<file path="src/rtl/servo_pkg.sv">
// rtl/servo_pkg.sv - shared servo constants and PWM driver state encoding
// Purpose: default widths/timing for the servo PWM path and the driver FSM states.
// Ports: none (package).
package servo_pkg;
  localparam int DEF_DATA_W        = 18;
  localparam int DEF_CNT_W         = 12;
  localparam int DEF_PERIOD_CYCLES = 2000;
  localparam int DEF_SHIFT         = 6;
  localparam int DEF_DEAD_CYCLES   = 20;

  typedef enum logic {
    ST_RUN  = 1'b0,
    ST_DEAD = 1'b1
  } pwm_state_t;
endpackage

</file>
<file path="src/rtl/pwm_period_counter.sv">
// rtl/pwm_period_counter.sv - free-running PWM period counter with wrap pulse
// Purpose: counts 0..PERIOD_CYCLES-1 and wraps; flags the last cycle of each period.
// Ports:
//   sclk        in   system clock
//   rst         in   synchronous active-high reset
//   cnt_next    out  value cnt takes at the next edge (lets the top register
//                    its PWM compare against the upcoming count)
//   period_tick out  high while cnt == PERIOD_CYCLES-1 (the wrap cycle)
module pwm_period_counter #(
  parameter int CNT_W         = servo_pkg::DEF_CNT_W,
  parameter int PERIOD_CYCLES = servo_pkg::DEF_PERIOD_CYCLES
) (
  input  logic             sclk,
  input  logic             rst,
  output logic [CNT_W-1:0] cnt_next,
  output logic             period_tick
);
  localparam logic [CNT_W-1:0] LAST = CNT_W'(PERIOD_CYCLES - 1);

  logic [CNT_W-1:0] cnt;

  assign cnt_next = (cnt == LAST) ? '0 : cnt + CNT_W'(1);

  // period_tick is registered from cnt_next, so it is high exactly while cnt == LAST.
  always_ff @(posedge sclk) begin
    if (rst) begin
      cnt         <= '0;
      period_tick <= 1'b0;
    end else begin
      cnt         <= cnt_next;
      period_tick <= (cnt_next == LAST);
    end
  end
endmodule

</file>
<file path="src/rtl/pid_pwm_driver.sv">
// rtl/pid_pwm_driver.sv - PID output to direction + fixed-period PWM with dead time
// Purpose: converts signed PID effort into |u|>>SHIFT duty (clamped) plus direction,
//   holds each sample pending until the period boundary, and forces PWM low for
//   DEAD_CYCLES after a direction reversal.
// Ports:
//   sclk        in   system clock
//   rst         in   synchronous active-high reset
//   u_in        in   signed control effort (two's complement, DATA_W bits)
//   u_valid     in   one-cycle strobe qualifying u_in
//   pwm_out     out  H-bridge enable PWM
//   dir_out     out  0 = forward, 1 = reverse
//   period_tick out  one-cycle pulse on the last cycle of each period
//   sat_flag    out  applied duty is clamped to PERIOD_CYCLES
module pid_pwm_driver #(
  parameter int DATA_W        = servo_pkg::DEF_DATA_W,
  parameter int CNT_W         = servo_pkg::DEF_CNT_W,
  parameter int PERIOD_CYCLES = servo_pkg::DEF_PERIOD_CYCLES,
  parameter int SHIFT         = servo_pkg::DEF_SHIFT,
  parameter int DEAD_CYCLES   = servo_pkg::DEF_DEAD_CYCLES
) (
  input  logic              sclk,
  input  logic              rst,
  input  logic [DATA_W-1:0] u_in,
  input  logic              u_valid,
  output logic              pwm_out,
  output logic              dir_out,
  output logic              period_tick,
  output logic              sat_flag
);
  import servo_pkg::*;

  localparam logic [DATA_W-1:0] PER_D     = DATA_W'(PERIOD_CYCLES);
  localparam logic [CNT_W-1:0]  PER_C     = CNT_W'(PERIOD_CYCLES);
  localparam logic [CNT_W-1:0]  DEAD_LAST = CNT_W'(DEAD_CYCLES - 1);

  logic [CNT_W-1:0] cnt_next;

  pwm_period_counter #(
    .CNT_W        (CNT_W),
    .PERIOD_CYCLES(PERIOD_CYCLES)
  ) u_counter (
    .sclk       (sclk),
    .rst        (rst),
    .cnt_next   (cnt_next),
    .period_tick(period_tick)
  );

  // Conversion: -2**(DATA_W-1) negates to itself, which read unsigned is 2**(DATA_W-1).
  logic [DATA_W-1:0] mag, mag_sh;
  logic [CNT_W-1:0]  duty_new;
  logic              sat_new;

  assign mag      = u_in[DATA_W-1] ? -u_in : u_in;
  assign mag_sh   = mag >> SHIFT;
  assign sat_new  = (mag_sh > PER_D);
  assign duty_new = sat_new ? PER_C : mag_sh[CNT_W-1:0];

  pwm_state_t       state, state_d;
  logic [CNT_W-1:0] dcnt, dcnt_d;
  logic [CNT_W-1:0] duty_act, duty_act_d, duty_pend, duty_pend_d;
  logic             dir_act, dir_act_d, dir_pend, dir_pend_d;
  logic             sat_act, sat_act_d, sat_pend, sat_pend_d;
  logic             pend, pend_d;
  logic             pwm_d;

  always_ff @(posedge sclk) begin
    if (rst) begin
      state     <= ST_RUN;
      dcnt      <= '0;
      duty_act  <= '0;
      dir_act   <= 1'b0;
      sat_act   <= 1'b0;
      pend      <= 1'b0;
      duty_pend <= '0;
      dir_pend  <= 1'b0;
      sat_pend  <= 1'b0;
      pwm_out   <= 1'b0;
    end else begin
      state     <= state_d;
      dcnt      <= dcnt_d;
      duty_act  <= duty_act_d;
      dir_act   <= dir_act_d;
      sat_act   <= sat_act_d;
      pend      <= pend_d;
      duty_pend <= duty_pend_d;
      dir_pend  <= dir_pend_d;
      sat_pend  <= sat_pend_d;
      pwm_out   <= pwm_d;
    end
  end

  always_comb begin
    state_d     = state;
    dcnt_d      = dcnt;
    duty_act_d  = duty_act;
    dir_act_d   = dir_act;
    sat_act_d   = sat_act;
    pend_d      = pend;
    duty_pend_d = duty_pend;
    dir_pend_d  = dir_pend;
    sat_pend_d  = sat_pend;

    case (state)
      ST_RUN: begin
        if (period_tick && pend) begin
          duty_act_d = duty_pend;
          dir_act_d  = dir_pend;
          sat_act_d  = sat_pend;
          pend_d     = 1'b0;
          if (dir_pend != dir_act) begin
            state_d = ST_DEAD;
            dcnt_d  = '0;
          end
        end
      end
      ST_DEAD: begin
        if (dcnt == DEAD_LAST) state_d = ST_RUN;
        else                   dcnt_d  = dcnt + CNT_W'(1);
      end
      default: state_d = ST_RUN;
    endcase

    // Evaluated after the boundary load so a strobe on the wrap cycle is kept
    // pending for the following boundary instead of being consumed now.
    if (u_valid) begin
      duty_pend_d = duty_new;
      dir_pend_d  = u_in[DATA_W-1];
      sat_pend_d  = sat_new;
      pend_d      = 1'b1;
    end

    // Compare against next-cycle count/state so the registered PWM lines up
    // with cnt: new duty shows at cnt=0, post-reversal rise at cnt=DEAD_CYCLES.
    pwm_d = (state_d == ST_RUN) && (cnt_next < duty_act_d);
  end

  assign dir_out  = dir_act;
  assign sat_flag = sat_act;
endmodule

</file>
<file path="config.mk">
export PLATFORM = sky130hd
export DESIGN_NAME = pid_pwm_driver
export DESIGN_NICKNAME = d
export VERILOG_FILES = /design/src/rtl/servo_pkg.sv /design/src/rtl/pwm_period_counter.sv /design/src/rtl/pid_pwm_driver.sv
export SDC_FILE = /design/constraint.sdc
export NUM_CORES = 1
export LEC_CHECK = 0
export CAP_MARGIN = 20
export CELL_PAD_IN_SITES_DETAIL_PLACEMENT = 0
export CELL_PAD_IN_SITES_GLOBAL_PLACEMENT = 2
export CORE_ASPECT_RATIO = 0.75
export CORE_MARGIN = 8
export CORE_UTILIZATION = 35
export DETAILED_ROUTE_END_ITERATION = 8
export PLACE_DENSITY_LB_ADDON = 0.1
export SYNTH_ARGS = -nofsm -noshare
export SYNTH_HDL_FRONTEND = slang
export SYNTH_SLANG_ARGS = --single-unit
</file>
<file path="constraint.sdc">
create_clock -name sclk -period 3.7 [get_ports sclk]
set_input_delay 0.74 -clock sclk [delete_from_list [all_inputs] [get_ports sclk]]
set_output_delay 0.74 -clock sclk [all_outputs]
set_load 0.02 [all_outputs]
</file>
* Yosys cells after proc, flatten, opt, wreduce, memory -nomap -nowiden
Index checks and enable logic that the tools add are counted.
Storage, ports and cells: input port bits 21, flip-flop bits (word level) 56, word-level logic and storage cells 49, bits in latches 0, bits in read-only memories 0, memories kept 0, RAM bits 0, output and inout port bits 4
Operators by class: div/mod/pow operators 0, $lt $le $gt $ge 2, shift-type cells 0, add/sub/neg operators 3, multiply operators 0, bitwise gates (word level) 2, equality and inequality tests 8, reductions and logical operators 6, multiplexer cells 16
Operators by type and width (number):
- $mux 12 | 7
- $add 12x1->12 const B | 2
- $eq 12x11->1 const B | 2
- $pmux 12 s2 | 1
- $mux 18 | 1
- $neg 18->18 | 1
- $eq 12x5->1 const B | 1
- $gt 12x11->1 const B | 1
- $lt 12x12->1 | 1
- $ne 2x2->1 const B | 4
- $mux 1 | 6
- $reduce_and 2->1 | 2
- $reduce_and 3->1 | 1
- $logic_and 1x1->1 | 2
- $not 1->1 | 2
- $pmux 1 s2 | 1
- $reduce_bool 2->1 | 1
- $ne 1x1->1 | 1

* Depth between registers and ports, before layout
Gate-level depths: netlist of the first run.
depth in word-level cells 6, depth in mapped cells 13, depth with buffers taken out 13

* Modules after synthesis
Synthesis of the first run repeated with hierarchy kept, for this count alone.
Second synthesis, totals: cells, all modules 349, area, all modules 3012.9 um^2
Modules (own cells, without submodules):
- pid_pwm_driver | area an instance 2307.2 um^2, sequential area each 860.8 um^2, cells an instance 262, times used 1
- pwm_period_counter | area an instance 705.7 um^2, sequential area each 260.2 um^2, cells an instance 87, times used 1

* Least setup slack after synthesis of the first run
OpenSTA, ideal clock, no wires.
path type input -> register, from input u_in[4], to register duty_pend[4], setup time 91 ps, setup slack 928 ps, arrival 2681 ps, data required time 3609 ps, path buffers 0, stages 6, path through or4_4 > or4_4 > xnor2_1 > o31ai_1 > a31oi_1 > a311oi_1
On the way: word-level cells in the longest chain between the ends 4
Ends and longest elaborated chain:
- start, declared | line pid_pwm_driver.sv:23 | input logic [DATA_W-1:0] u_in,
- $neg 18->18 (*) | line pid_pwm_driver.sv:53 | assign mag = u_in[DATA_W-1] ? -u_in : u_in;
- $mux 18 (*) | line pid_pwm_driver.sv:53
- $gt 12x11->1 | line pid_pwm_driver.sv:55 | assign sat_new = (mag_sh > PER_D);
- $mux 12 (*) | line pid_pwm_driver.sv:56 | assign duty_new = sat_new ? PER_C : mag_sh[CNT_W-1:0];
- end signal, assigned | line pid_pwm_driver.sv:85 | duty_pend <= duty_pend_d;
- end, declared | line pid_pwm_driver.sv:60 | logic [CNT_W-1:0] duty_act, duty_act_d, duty_pend, duty_pend_d;
Mark *: on every way between the ends. The rest lies on a longest branch, timed or not. A chain may end at the register's enable or synchronous reset.

* Final worst setup path of the first run
from input u_in[12], to register duty_pend[7]
On the way: word-level cells in the longest chain between the ends 4
Ends and longest elaborated chain (line):
- $neg 18->18 | pid_pwm_driver.sv:53
- $mux 18 (*) | pid_pwm_driver.sv:53
- $gt 12x11->1 | pid_pwm_driver.sv:55
- $mux 12 (*) | pid_pwm_driver.sv:56
Marked as above.

==> impl_metrics.csv, run 1 <==
group,metric,value,unit
cells_and_area,fin_area,0.00342,mm2
timing,hold_viol,0,
routing,via_count,2374,
synth,synth.distinct_cells,45,
clock_tree,cts.sinks,56,
grt,antenna_found_initial,0,
critical_path,critPathKind,"in -> reg",
synth,syn_area,0.00291,mm2
pwr,power.share.sequential,53.9,%
critical_path,critPathMaxFanout,5,
timing,slew_viol_final,0,
clock_tree,cts_buffers,5,
timing,period_share,86.5,%
pwr,p_int,0.878,mW
clock_tree,root_buffer,"clkbuf_8",
clock_tree,cts.hold.buffers_added,0,
synth,synthTopCellsByArea,"dfxtp_1 (39%), nor2_1 (6.7%), ha_1 (6.0%)",
critical_path,end_kind,"flip-flop",
cells_and_area,drive_above_1_share,7.76,%
place,dpl.hpwl,5100,um
floorplanning,core,0.00799,mm2
routing,drc,0,
floorplanning,fp.dieW,121,um
synth,yosysWarnings,0,
synth,yosysTopAreaCell,"dfxtp_1",
synth,syn_avg_cell_area,8.76,um2
pwr,power.density,340,mW/mm2
grt,grt_overflow,0,
floorplanning,rows,28,
worst_hold_path,min_path_type,"reg -> reg",
cells_and_area,area_growth,17.5,%
pwr,clockPowerShare,36.1,%
routing,drtPass1Iterations,4,
clock_tree,clkSlewWorstSetupHoldPaths,0.10,ns
timing,max-slew-margin-rel,58.7,%
timing,setup_tns,0,ns
timing,clock_skew,0.00842,ns
clock_tree,cts_tree,"done",
timing,rsz0062_at_grt,"false",
job,maxCapViolCount,0,
cells_and_area,nets,395,
timing,fmax,313,MHz
timing,fin_hold_ws,0.484,ns
pwr,power.static_leakage,1.41,nW
grt,grt_util_all_layers,12.2,%
clock_tree,postCtsSetupBuffers,0,
grt,grt_max_degree,30,
run_status,status,"finished, final reports clean",
synth,ys_async_sr_fraction,0,%
clock_tree,htree_levels,2,
timing,fin_crit,3.20,ns
cells_and_area,diodes,0,
cells_and_area,final_cells,466,
synth,synth_nets,367,
synth,yosysSeqAreaShare,38.5,%
pwr,comb_power_share,10.0,%
routing,ant_nets,0,
place,io_buffers,24,
timing,setup_viol,0,
critical_path,worstPathRequired,3.93,ns
clock_tree,clock_latency,0.32,ns
clock_tree,clockBufferDepth,2,
routing,via_per_inst,5.09,
worst_hold_path,min_path_cells,2,
floorplanning,die_area,0.0115,mm2
timing,setup_ws,0.501,ns
floorplanning,initial_utilization,36.4,%
clock_tree,postCtsResizedCells,0,
place,placed_area,0.00330,mm2
place,post-place-ws,0.176,ns
synth,synth-edff-count,0,
routing,wl_per_cell,14.3,um
synth,synth_top_area_share,38.5,%
floorplanning,pin_count,25,
critical_path,startpoint_type,"input port",
grt,grt_pass1_vias,2251,
place,dp.cells,458,
grt,grt_pass1_wl,11200,um
critical_path,reg2reg_depth,13,
critical_path,arrival,3.43,ns
routing,drt_iter0_drc,100,
synth,synth-main-ff-cell,"dfxtp_1",
synth,syn_inst,332,
place,gp_congestion,0.756,
floorplanning,die_y,95.0,um
pwr,swShare,24.5,%
synth,ys_seq_elements,56,
pwr,ir_drop,0.165,mV
pwr,p_switching,0.285,mW
timing,worst_pin_slew,0.614,ns
routing,routed_wl,6670,um
## placed cells by master (no fill, tap or decap), drive strengths merged, types with 9 or more instances in the layout
cell / Yosys / final
nor3: 12 / 12
nand2: 18 / 18
xor2: 20 / 20
clkdlybuf4s50: 0 / 23
a21oi: 12 / 12
xnor2: 9 / 9
buf: 2 / 10
nand2b: 10 / 10
mux2i: 15 / 15
nor2: 53 / 53
dfxtp: 56 / 56
inv: 9 / 10
ha: 14 / 14
nand3: 12 / 12
## metal layers
layer	routed length, um	vias up	GRT usage, %
met1	3780	1093	18.5
met5	0	-	0
met4	62	0	3.38
met2	2530	33	16.2
met3	298	7	3.10
li1	-	1241	-
## cells in the mapped netlist, drive strengths merged, types with 3 or more instances
master / number
nand4: 7
a21o: 3
nor3: 12
a311oi: 4
mux2i: 15
nand2b: 10
inv: 9
and3: 5
xor2: 20
nand3: 12
nor2b: 3
a21oi: 12
xnor2: 9
o31ai: 6
o32ai: 6
nor4: 4
ha: 14
o21ai: 8
clkbuf: 10
nand2: 18
or4: 6
nor2: 53
nor3b: 5
dfxtp: 56
or3: 3
## layout make-up
cell class              instances  area [um2]
well taps                     105         131
clock inverters                 3        46.3
repair buffers                 33         303
flip-flops and latches         56        1120
multi-input cells             255        1720
fillers                       823        4570
inverters                       9        33.8
clock buffers                   5        68.8
## worst max-delay path, cell delays in order
cell and delay, ns:
clkdlybuf4s50_1 0.49, or4_4 0.57, or4_4 0.52, xnor2_1 0.14, o31ai_1 0.40, a31oi_1 0.26
a311oi_1 0.30
## state kept, by name, summed over array words and instances, names as in the netlist, 12 cells and up
register and count:
duty_act 12, u_counter.cnt 12, dcnt 12, duty_pend 12
## worst paths after layout
kind	startpoint	end	slack [ns]
min reg2reg	duty_pend[9]	duty_pend[9]	0.48
max reg2reg	u_counter.cnt[0]	pwm_out	0.99
max	u_in[12]	duty_pend[7]	0.50
min	duty_pend[9]	duty_pend[9]	0.48
## kinds of logic (layout without fill, tap and decap cells)
logic type      after synthesis  in the layout  synth area share [%]
buf+inv                      21             50                  2.71
xor+xnor                     29             29                  8.73
simple gates                147            147                  26.5
mux                          16             16                  5.55
compound gates               49             49                  12.0
fa+ha+maj                    14             14                  6.02
flops                        56             56                  38.5
## power by group through the flow
stage | sequential (mW) | clock, mW | combinational, mW
finish | 0.627 | 0.419 | 0.117
global route | 0.630 | 0.465 | 0.131
CTS | 0.628 | 0.437 | 0.118
detailed placement | 0.641 | 0 | 0.118
global placement | 0.641 | 0 | 0.117
floorplan | 0.641 | 0 | 0.0629
## per-stage QoR
stage / util [%] / total power [mW]
floorplan: - / 0.704
global placement: 41.4 / 0.759
detailed placement: 41.4 / 0.759
CTS: 42.8 / 1.18
global route: 42.8 / 1.23
finish: 42.8 / 1.16
Power figures use the tool's default switching activity.
==> run 2: changes to the inputs <==
--- a/config.mk
+++ b/config.mk
@@ -5,12 +5,13 @@
 export SDC_FILE = /design/constraint.sdc
 export NUM_CORES = 1
 export LEC_CHECK = 0
-export CAP_MARGIN = 20
+export CAP_MARGIN = 5
 export CELL_PAD_IN_SITES_DETAIL_PLACEMENT = 0
 export CELL_PAD_IN_SITES_GLOBAL_PLACEMENT = 2
 export CORE_ASPECT_RATIO = 0.75
 export CORE_MARGIN = 8
 export CORE_UTILIZATION = 35
+export CTS_CLUSTER_SIZE = 14
 export DETAILED_ROUTE_END_ITERATION = 8
 export PLACE_DENSITY_LB_ADDON = 0.1
 export SYNTH_ARGS = -nofsm -noshare
==> results of run 2 <==
Final layout, timing and power as in run 1 (identical DEF).
